==> src/rtl/alu_slice_sequencer_if.sv <==
// Request, slice-drive and response signals of the alu slice sequencer.
// The slave modport is the sequencer's view; master is the surrounding requester plus slice.
interface alu_slice_sequencer_if #(
  parameter int WIDTH = 16
);
  logic             req_valid_i;
  logic             req_ready_o;
  logic             req_mode_i;
  logic [3:0]       req_select_i;
  logic [WIDTH-1:0] req_a_i;
  logic [WIDTH-1:0] req_b_i;
  logic             req_carry_n_i;

  logic             alu_mode_o;
  logic [3:0]       alu_select_o;
  logic [3:0]       alu_a_o;
  logic [3:0]       alu_b_o;
  logic             alu_carry_o;
  logic [3:0]       alu_f_i;
  logic             alu_carry_i;
  logic             alu_cmp_i;

  logic             rsp_valid_o;
  logic             rsp_ready_i;
  logic [WIDTH-1:0] rsp_result_o;
  logic             rsp_carry_n_o;
  logic             rsp_equal_o;

  modport slave (
    input  req_valid_i, req_mode_i, req_select_i, req_a_i, req_b_i, req_carry_n_i,
    output req_ready_o,
    output alu_mode_o, alu_select_o, alu_a_o, alu_b_o, alu_carry_o,
    input  alu_f_i, alu_carry_i, alu_cmp_i,
    output rsp_valid_o, rsp_result_o, rsp_carry_n_o, rsp_equal_o,
    input  rsp_ready_i
  );

  modport master (
    output req_valid_i, req_mode_i, req_select_i, req_a_i, req_b_i, req_carry_n_i,
    input  req_ready_o,
    input  alu_mode_o, alu_select_o, alu_a_o, alu_b_o, alu_carry_o,
    output alu_f_i, alu_carry_i, alu_cmp_i,
    input  rsp_valid_o, rsp_result_o, rsp_carry_n_o, rsp_equal_o,
    output rsp_ready_i
  );
endinterface

==> src/rtl/alu_slice_sequencer.sv <==
// Drives a 4-bit 74181-style slice one nibble per cycle, LSB first, with a registered
// carry chain, and returns the assembled WIDTH-bit result over a valid/ready response.
module alu_slice_sequencer #(
  parameter int WIDTH = 16
) (
  input logic                  clk_i,
  input logic                  rst_i,
  alu_slice_sequencer_if.slave bus
);
  localparam int NIB   = WIDTH / 4;
  localparam int IDX_W = $clog2(NIB);

  typedef enum logic [1:0] {IDLE, RUN, DONE} state_t;

  state_t           state_q, state_d;
  logic [IDX_W-1:0] idx_q;
  logic             last_nib;
  logic             mode_q;
  logic [3:0]       sel_q;
  logic [WIDTH-1:0] a_q, b_q;
  logic [WIDTH-1:0] acc_q, acc_d;
  logic             carry_q, equal_q;
  logic [WIDTH-1:0] result_q;
  logic             rsp_carry_q, rsp_equal_q;

  assign last_nib = (idx_q == IDX_W'(NIB - 1));

  // NOTE: sequential state uses non-blocking (<=) so every flop samples pre-edge values.
  always_ff @(posedge clk_i) begin
    if (rst_i) state_q <= IDLE;
    else       state_q <= state_d;
  end

  always_comb begin
    state_d = state_q;
    case (state_q)
      IDLE:    if (bus.req_valid_i) state_d = RUN;
      RUN:     if (last_nib)        state_d = DONE;
      DONE:    if (bus.rsp_ready_i) state_d = IDLE;
      default:                      state_d = IDLE;
    endcase
  end

  // NOTE: every output gets a default before the case, so no path leaves it unassigned (no latch).
  always_comb begin
    bus.req_ready_o  = 1'b0;
    bus.rsp_valid_o  = 1'b0;
    bus.alu_mode_o   = 1'b1;
    bus.alu_select_o = 4'h0;
    bus.alu_a_o      = 4'h0;
    bus.alu_b_o      = 4'h0;
    bus.alu_carry_o  = 1'b1;
    case (state_q)
      IDLE: bus.req_ready_o = 1'b1;
      RUN: begin
        bus.alu_mode_o   = mode_q;
        bus.alu_select_o = sel_q;
        bus.alu_a_o      = a_q[4*idx_q +: 4];
        bus.alu_b_o      = b_q[4*idx_q +: 4];
        bus.alu_carry_o  = carry_q;
      end
      DONE: bus.rsp_valid_o = 1'b1;
      default: ;
    endcase
  end

  // Current nibble merged into the accumulator; also the final value on the last nibble.
  always_comb begin
    acc_d                 = acc_q;
    acc_d[4*idx_q +: 4]   = bus.alu_f_i;
  end

  // NOTE: operand registers are plain flops, not a memory, so they take the reset like all state.
  always_ff @(posedge clk_i) begin
    if (rst_i) begin
      idx_q       <= '0;
      mode_q      <= 1'b0;
      sel_q       <= 4'h0;
      a_q         <= '0;
      b_q         <= '0;
      acc_q       <= '0;
      carry_q     <= 1'b1;
      equal_q     <= 1'b0;
      result_q    <= '0;
      rsp_carry_q <= 1'b1;
      rsp_equal_q <= 1'b0;
    end else begin
      case (state_q)
        IDLE: if (bus.req_valid_i) begin
          mode_q  <= bus.req_mode_i;
          sel_q   <= bus.req_select_i;
          a_q     <= bus.req_a_i;
          b_q     <= bus.req_b_i;
          carry_q <= bus.req_carry_n_i;
          equal_q <= 1'b1;
          acc_q   <= '0;
          idx_q   <= '0;
        end
        RUN: begin
          acc_q   <= acc_d;
          carry_q <= bus.alu_carry_i;
          equal_q <= equal_q & bus.alu_cmp_i;
          idx_q   <= last_nib ? '0 : idx_q + IDX_W'(1);
          // Response registers only change here, so they hold through DONE and after.
          if (last_nib) begin
            result_q    <= acc_d;
            rsp_carry_q <= bus.alu_carry_i;
            rsp_equal_q <= equal_q & bus.alu_cmp_i;
          end
        end
        default: ;
      endcase
    end
  end

  assign bus.rsp_result_o  = result_q;
  assign bus.rsp_carry_n_o = rsp_carry_q;
  assign bus.rsp_equal_o   = rsp_equal_q;
endmodule

==> src/flat_wrapper.sv <==
// flat-port wrapper written by rule: the top's interface ports become plain ports
module alu_slice_sequencer_flat 
#(
  parameter int WIDTH = 16
)
  (clk_i, rst_i, bus_req_valid_i, bus_req_mode_i, bus_req_select_i, bus_req_a_i, bus_req_b_i, bus_req_carry_n_i, bus_req_ready_o, bus_alu_mode_o, bus_alu_select_o, bus_alu_a_o, bus_alu_b_o, bus_alu_carry_o, bus_alu_f_i, bus_alu_carry_i, bus_alu_cmp_i, bus_rsp_valid_o, bus_rsp_result_o, bus_rsp_carry_n_o, bus_rsp_equal_o, bus_rsp_ready_i);
  alu_slice_sequencer_if #(.WIDTH(WIDTH)) bus_i ();
  input logic clk_i;
  input logic rst_i;
  input wire logic [$bits(bus_i.req_valid_i)-1:0] bus_req_valid_i;
  input wire logic [$bits(bus_i.req_mode_i)-1:0] bus_req_mode_i;
  input wire logic [$bits(bus_i.req_select_i)-1:0] bus_req_select_i;
  input wire logic [$bits(bus_i.req_a_i)-1:0] bus_req_a_i;
  input wire logic [$bits(bus_i.req_b_i)-1:0] bus_req_b_i;
  input wire logic [$bits(bus_i.req_carry_n_i)-1:0] bus_req_carry_n_i;
  output wire logic [$bits(bus_i.req_ready_o)-1:0] bus_req_ready_o;
  output wire logic [$bits(bus_i.alu_mode_o)-1:0] bus_alu_mode_o;
  output wire logic [$bits(bus_i.alu_select_o)-1:0] bus_alu_select_o;
  output wire logic [$bits(bus_i.alu_a_o)-1:0] bus_alu_a_o;
  output wire logic [$bits(bus_i.alu_b_o)-1:0] bus_alu_b_o;
  output wire logic [$bits(bus_i.alu_carry_o)-1:0] bus_alu_carry_o;
  input wire logic [$bits(bus_i.alu_f_i)-1:0] bus_alu_f_i;
  input wire logic [$bits(bus_i.alu_carry_i)-1:0] bus_alu_carry_i;
  input wire logic [$bits(bus_i.alu_cmp_i)-1:0] bus_alu_cmp_i;
  output wire logic [$bits(bus_i.rsp_valid_o)-1:0] bus_rsp_valid_o;
  output wire logic [$bits(bus_i.rsp_result_o)-1:0] bus_rsp_result_o;
  output wire logic [$bits(bus_i.rsp_carry_n_o)-1:0] bus_rsp_carry_n_o;
  output wire logic [$bits(bus_i.rsp_equal_o)-1:0] bus_rsp_equal_o;
  input wire logic [$bits(bus_i.rsp_ready_i)-1:0] bus_rsp_ready_i;
  assign bus_i.req_valid_i = bus_req_valid_i;
  assign bus_i.req_mode_i = bus_req_mode_i;
  assign bus_i.req_select_i = bus_req_select_i;
  assign bus_i.req_a_i = bus_req_a_i;
  assign bus_i.req_b_i = bus_req_b_i;
  assign bus_i.req_carry_n_i = bus_req_carry_n_i;
  assign bus_req_ready_o = bus_i.req_ready_o;
  assign bus_alu_mode_o = bus_i.alu_mode_o;
  assign bus_alu_select_o = bus_i.alu_select_o;
  assign bus_alu_a_o = bus_i.alu_a_o;
  assign bus_alu_b_o = bus_i.alu_b_o;
  assign bus_alu_carry_o = bus_i.alu_carry_o;
  assign bus_i.alu_f_i = bus_alu_f_i;
  assign bus_i.alu_carry_i = bus_alu_carry_i;
  assign bus_i.alu_cmp_i = bus_alu_cmp_i;
  assign bus_rsp_valid_o = bus_i.rsp_valid_o;
  assign bus_rsp_result_o = bus_i.rsp_result_o;
  assign bus_rsp_carry_n_o = bus_i.rsp_carry_n_o;
  assign bus_rsp_equal_o = bus_i.rsp_equal_o;
  assign bus_i.rsp_ready_i = bus_rsp_ready_i;
  alu_slice_sequencer #(.WIDTH(WIDTH)) u_core (.clk_i(clk_i), .rst_i(rst_i), .bus(bus_i));
endmodule
==> config.mk <==
export PLATFORM = sky130hd
export DESIGN_NAME = alu_slice_sequencer_flat
export DESIGN_NICKNAME = d
export VERILOG_FILES = /design/src/rtl/alu_slice_sequencer_if.sv /design/src/rtl/alu_slice_sequencer.sv /design/src/flat_wrapper.sv
export SDC_FILE = /design/constraint.sdc
export NUM_CORES = 1
export LEC_CHECK = 0
export ABC_AREA = 1
export BUFFER_PORTS_ARGS = -buffer_cell sky130_fd_sc_hd__buf_2
export CAP_MARGIN = 20
export CORE_MARGIN = 2
export CORE_UTILIZATION = 30
export DETAILED_ROUTE_END_ITERATION = 12
export HOLD_SLACK_MARGIN = 0.12
export PLACE_DENSITY = 0.6
export REMOVE_ABC_BUFFERS = 1
export SETUP_SLACK_MARGIN = 0.05
export SLEW_MARGIN = 20
export SYNTH_ARGS = -nofsm -noshare
export SYNTH_HDL_FRONTEND = slang
export SYNTH_SLANG_ARGS = --single-unit
==> constraint.sdc <==
create_clock -name clk_i -period 2 [get_ports clk_i]
set_clock_uncertainty 0.1 [all_clocks]
set_input_delay 0.4 -clock clk_i [delete_from_list [all_inputs] [get_ports clk_i]]
set_output_delay 0.4 -clock clk_i [all_outputs]
set_load 0.05 [all_outputs]
# --- Word-level counts from Yosys, hierarchy flattened ---
# Index checks and enable logic that the tools add are counted.
totals:
  ram_bits: 0
  wordCells: 52
  mem_bits_ro: 0
  ff_bits: 77
  mem_count: 0
  out_inout_bits: 34
  latchBits: 0
classes:
  reduce_logical: 6
  multipliers: 0
  n_eq_ne: 6
  order_cmp: 0
  bitwise_logic: 1
  muxes: 21
  shift: 4
  n_addsub: 2
  div: 0
ops:
  columns: ["operator", "n"]
  rows:
  - ["negator 4 -> 34 bit", 1]
  - ["variable shift 4 x 34 -> 16 bit, first input constant", 1]
  - ["variable part select 4 x 34 -> 16 bit", 1]
  - ["case mux 16 bit (2 select lines)", 1]
  - ["variable part select 16 x 5 -> 4 bit", 2]
  - ["bitwise mux 16 bit", 1]
  - ["two-way mux 16 bit", 1]
  - ["two-way mux 4 bit", 3]
  - ["two-way mux 2 bit", 5]
  - ["two-way mux 1 bit", 6]
  - ["case mux 2 bit (3 select lines)", 1]
  - ["AND reduction 2 bit", 3]
  - ["== test 2 bit, second input constant", 2]
  - ["inequality test 2 bit, second input constant", 2]
  - ["case mux 1 bit (2 select lines)", 2]
  - ["case mux 2 bit (2 select lines)", 1]
  - ["AND reduction 3 bit", 1]
  - ["adder 2 x 1 -> 2 bit, second input constant", 1]
  - ["== test 2 x 1 -> 1 bit, second input constant", 1]
  - ["logical NOT 2 bit", 1]
  - ["inequality test 2 x 1 -> 1 bit, second input constant", 1]
  - ["nonzero test 2 bit", 1]
  - ["AND 1 bit", 1]

# --- Longest topological paths before layout ---
depth:
  depth_word: 4
  ltp_mapped: 10

# --- Least setup slack after synthesis ---
# Ideal clock, no wire load.
synth_path:
  path_kind: "reg2out"
  from: "register u_core.idx_q[1]"
  to: "output bus_alu_a_o[3]"
  path_stages_with_launch: 6
  setup_slack_ns: -0.248
  t_arrival_ns: 1.748
  required_time_ns: 1.500
  path_cell_list: "dfxtp_1 > buf_2 > clkinv_1 > nor2_1 > o21ai_0 > a21oi_1"
synth_via:
  elab_chain_cells: 2
synth_rtl:
  columns: ["element", "line", "rtl"]
  rows:
  - ["from (decl)", "alu_slice_sequencer.sv:16", "logic [IDX_W-1:0] idx_q;"]
  - ["from (signal assigned)", "alu_slice_sequencer.sv:103", "idx_q <= last_nib ? '0 : idx_q + IDX_W'(1);"]
  - ["variable part select 16 x 5 -> 4 bit", "alu_slice_sequencer.sv:58", "bus.alu_a_o = a_q[4*idx_q +: 4];"]
  - ["two-way mux 4 bit", "alu_slice_sequencer.sv:53", "case (state_q)"]
  - ["to (decl)", "flat_wrapper.sv:19", "output wire logic [$bits(bus_i.alu_a_o)-1:0] bus_alu_a_o;"]
# No other way between the ends.

# --- Worst setup path in the final report ---
layout_path:
  from: "register u_core.idx_q[0]"
  to: "output bus_alu_a_o[0]"
# Same word-level chain as after synthesis.

==> impl_metrics.env <==
export IMPL_synthXorXnorAreaFrac_pct=0
export IMPL_netlist_area_um2=3450
export IMPL_count_of_cell_types_in_the_netlist=22
export IMPL_pre_cts_slack_ns=0.148
export IMPL_final_cell_area_um2=4470
export IMPL_grt_util_all_layers_pct=14.5
export IMPL_final_hold_worst_slack_ns=0.213
export IMPL_globalRoute_totalOverflow=0
export IMPL_detail_route_iter0_violations=155
export IMPL_grt_pass1_vias=3068
export IMPL_cpLargestDelayFamily="flip-flops"
export IMPL_syn_mean_instance_area_um2=6.85
export IMPL_routed_wire_length_per_instance_um=12.0
export IMPL_timing_critical_path_slowest_cell_delay_ns=0.39
export IMPL_hold_buffers=0
export IMPL_synthDominantAreaCellType="dfxtp_1"
export IMPL_synth_top_cells_by_area="dfxtp_1 (45%), nor2_1 (13%), o21ai_0 (9.4%)"
export IMPL_finalMaxSlewViolations=0
export IMPL_max_cap_violations=0
export IMPL_cts_made_buffers=9
export IMPL_hold_path_class="in2reg"
export IMPL_cts_max_level=3
export IMPL_fin_ws_ns=0.00133
export IMPL_detailed_place_area_um2=3990
export IMPL_r2r_end="u_core.acc_q[8]"
export IMPL_hold_start="bus_req_a_i[4]"
export IMPL_layout_filler_cells=1207
export IMPL_synthSimpleGateAreaFrac_pct=25.6
export IMPL_rsz0062_at_grt="true"
export IMPL_cp_common_cell="nor2_1"
export IMPL_synthAdderAreaFrac_pct=2.17
export IMPL_critPathCaptureType="output port"
export IMPL_timing_hold_worst_path_depth=3
export IMPL_drtPass1Iterations=4
export IMPL_route_final_wire_length_mm=8.79
export IMPL_grt_antenna_before_repair=0
export IMPL_clk_insertion_delay_late_ns=0.33
export IMPL_floorplan_rows=39
export IMPL_synth_top_family_by_area="simple AND/OR/NAND/NOR gates"
export IMPL_clkSinkCount=77
export IMPL_finalPower_mw=3.88
export IMPL_worst_pin_slew_ns=0.405
export IMPL_port_buffer_count=81
export IMPL_cpMaxStageDelayCell="dfxtp_4"
export IMPL_worst_setup_path_type="reg2out"
export IMPL_postSynthRegisterBits=77
export IMPL_relative_slew_margins_pct=73.0
export IMPL_crit_chain="buf_8 > nor2_1 > nor2_1 > o21ai_0 > a21oi_2 > buf_6"
export IMPL_timing_fmax_ghz=0.500
export IMPL_yosys_most_used_dff="dfxtp_1"
export IMPL_ys_top_cells_by_count="nor2_1 (117), nand2_1 (82), dfxtp_1 (77), o21ai_0 (65), inv_1 (50)"
export IMPL_routability_driven_placement_congestion_ratio=0.805
export IMPL_critPathRequiredTime_ns=1.50
export IMPL_worstRegToRegCells=9
export IMPL_grt_first_pass_wirelength_mm=14.7
export IMPL_worstSetupStartpointType="flip-flop"
export IMPL_number_of_nets_still_failing_antenna_checks_after_routing=0
export IMPL_clk_pin_slew_worst_paths_ns=0.06
export IMPL_hold_viol=0
export IMPL_postSynthCellCount=504
export IMPL_arrival_ns=1.50
export IMPL_layout_worst_path_cycle_share_pct=99.9
export IMPL_setup_reg_to_reg_worst_slack_ns=0.26
export IMPL_power_density_cell_area_nw_per_um2=868
export IMPL_worst_hold_path_endpoint="u_core.a_q[4]"
export IMPL_path_max_fanout=8
export IMPL_die_extent_in_x_um=111
export IMPL_pin_count=82
export IMPL_clockRootBuffer="clkbuf_16"
export IMPL_largest_net_degree_at_the_start_of_global_routing=43
export IMPL_critical_path_buf_inv_count=2
export IMPL_avgViaCountPerCell=4.54
export IMPL_core_region_area_um2=11300
export IMPL_synth_compound_area_share_pct=17.7
export IMPL_worstSetupPathDepth=6
export IMPL_post_synth_mux_area_share_pct=0
export IMPL_total_via_count_in_the_routed_design=3328
export IMPL_antenna_diode_count=0
export IMPL_syn2layout_area_growth_pct=29.3
export IMPL_multi_input_comb_area_um2=1610
export IMPL_die_h_um=111
export IMPL_floorplan_initialDensity_pct=30.5
export IMPL_r2r_start="u_core.idx_q[1]"
export IMPL_hpwlAfterDp_mm=6.00
export IMPL_postLayoutCoreUtil_pct=39.5
export IMPL_dieArea_um2=12400
export IMPL_outcome="finished, final reports clean"
export IMPL_synthDominantCellAreaShare_pct=44.6
export IMPL_cellLeakagePower_nw=2.09
export IMPL_finalSetupViolations=0
export IMPL_cts_buffer_depth=2
export IMPL_yosys_warning_count=0
export IMPL_seq_area_um2=1550
export IMPL_async_reset_ff_share_pct=0
export IMPL_synth_edff_count=0
export IMPL_maximum_ir_drop_on_the_vdd_rail_uv=423
export IMPL_tritoncts="built"
export IMPL_finalNetCount=640
export IMPL_remaining_drcs=0
export IMPL_drive_above_1_share_pct=22.7
export IMPL_finalWorstPathRequiredPeriod_ns=2.00
export IMPL_yosysMostFrequentCell="nor2_1"
export IMPL_synth_sequential_area_ratio_pct=44.6
## how the worst max path moves through the flow
stage | start | to
2_1_floorplan | u_core.idx_q[0] | bus_alu_a_o[0]
3_3_place_gp | u_core.idx_q[0] | bus_alu_a_o[0]
3_5_place_dp | u_core.idx_q[0] | u_core.acc_q[6]
4_1_cts | u_core.idx_q[0] | bus_alu_a_o[2]
5_1_grt | u_core.idx_q[0] | bus_alu_b_o[1]
6_report | u_core.idx_q[0] | bus_alu_a_o[0]
## cell type report
| cell class | instances | share of cell area (%) |
|---|---|---|
| flip-flops and latches | 77 | 34.7 |
| clock inverters | 4 | 1.06 |
| inverters | 53 | 4.68 |
| well taps | 143 | 4.01 |
| clock buffers | 11 | 5.66 |
| repair buffers | 98 | 13.9 |
| multi-input cells | 347 | 36.1 |
## metrics by stage
stage / setup TNS, ns / std cells
final: 0 / 733
after global routing: -0.269 / 733
after CTS: 0 / 733
after detailed placement: 0 / 713
after global placement: 0 / 713
after floorplan: -6.55 / 477
## routing by layer
layer  share of wire, %  global-route usage [%]  vias to the layer above
met5                  0                       0                        -
met4                1.3                    4.69                        0
met3                6.7                    4.48                       11
met2                 46                    23.4                       82
met1                 46                    18.7                     1482
li1                   -                       -                     1753
## where the power goes
group          switching (mW)  internal (mW)  total, mW
Sequential             0.0433           1.61       1.65
Combinational           0.378          0.211      0.588
Clock                   0.611           1.02       1.63
## repair_timing
action	in CTS	in global routing
pin swaps	9	9
buffers inserted	5	0
gates resized for setup	30	24
endpoints found under the setup margin	10	19
## worst min-delay path, stage by stage
cell     delay [ns]
buf_2          0.07
o21ai_0        0.07
nor2_1         0.07
## registers in the layout, indices dropped and copies added (netlist names)
register and cells:
u_core.bus.rsp_carry_n_o 1, u_core.acc_q 16, u_core.equal_q 1, u_core.mode_q 1, u_core.sel_q 4, u_core.bus.rsp_equal_o 1, u_core.bus.rsp_result_o 16, u_core.state_q 2
u_core.a_q 16, u_core.carry_q 1, u_core.b_q 16, u_core.idx_q 2
## cell usage in the layout (no fill, tap or decap), types with 2 or more instances in the layout
cell       Yosys  layout
nor2_1       117     111
nand2_1       82      82
dfxtp_1       77      75
buf_2          9      70
o21ai_0       65      51
inv_1         50      48
a21oi_1       48      47
o21ai_1        8      22
buf_4          0      16
clkbuf_16      0       9
nand3_1        8       8
buf_6          3       7
ha_1           6       6
nor2_2         1       5
nand4_1        5       5
nand2_4        2       3
inv_2          0       2
nor2_4         0       2
inv_4          2       2
clkbuf_8       0       2
clkinv_2       0       2
clkbuf_4       0       2
buf_12         0       2
dfxtp_4        0       2
## cells by family (layout without fill, tap and decap cells)
| logic type | Yosys count | count (layout) |
|---|---|---|
| AND/OR/NAND/NOR | 219 | 219 |
| adder cells (fa/ha/maj) | 6 | 6 |
| AO/OA/AOI/OAI | 122 | 122 |
| flip-flops | 77 | 77 |
| buffers and inverters | 80 | 166 |
Power figures use the tool's default switching activity.
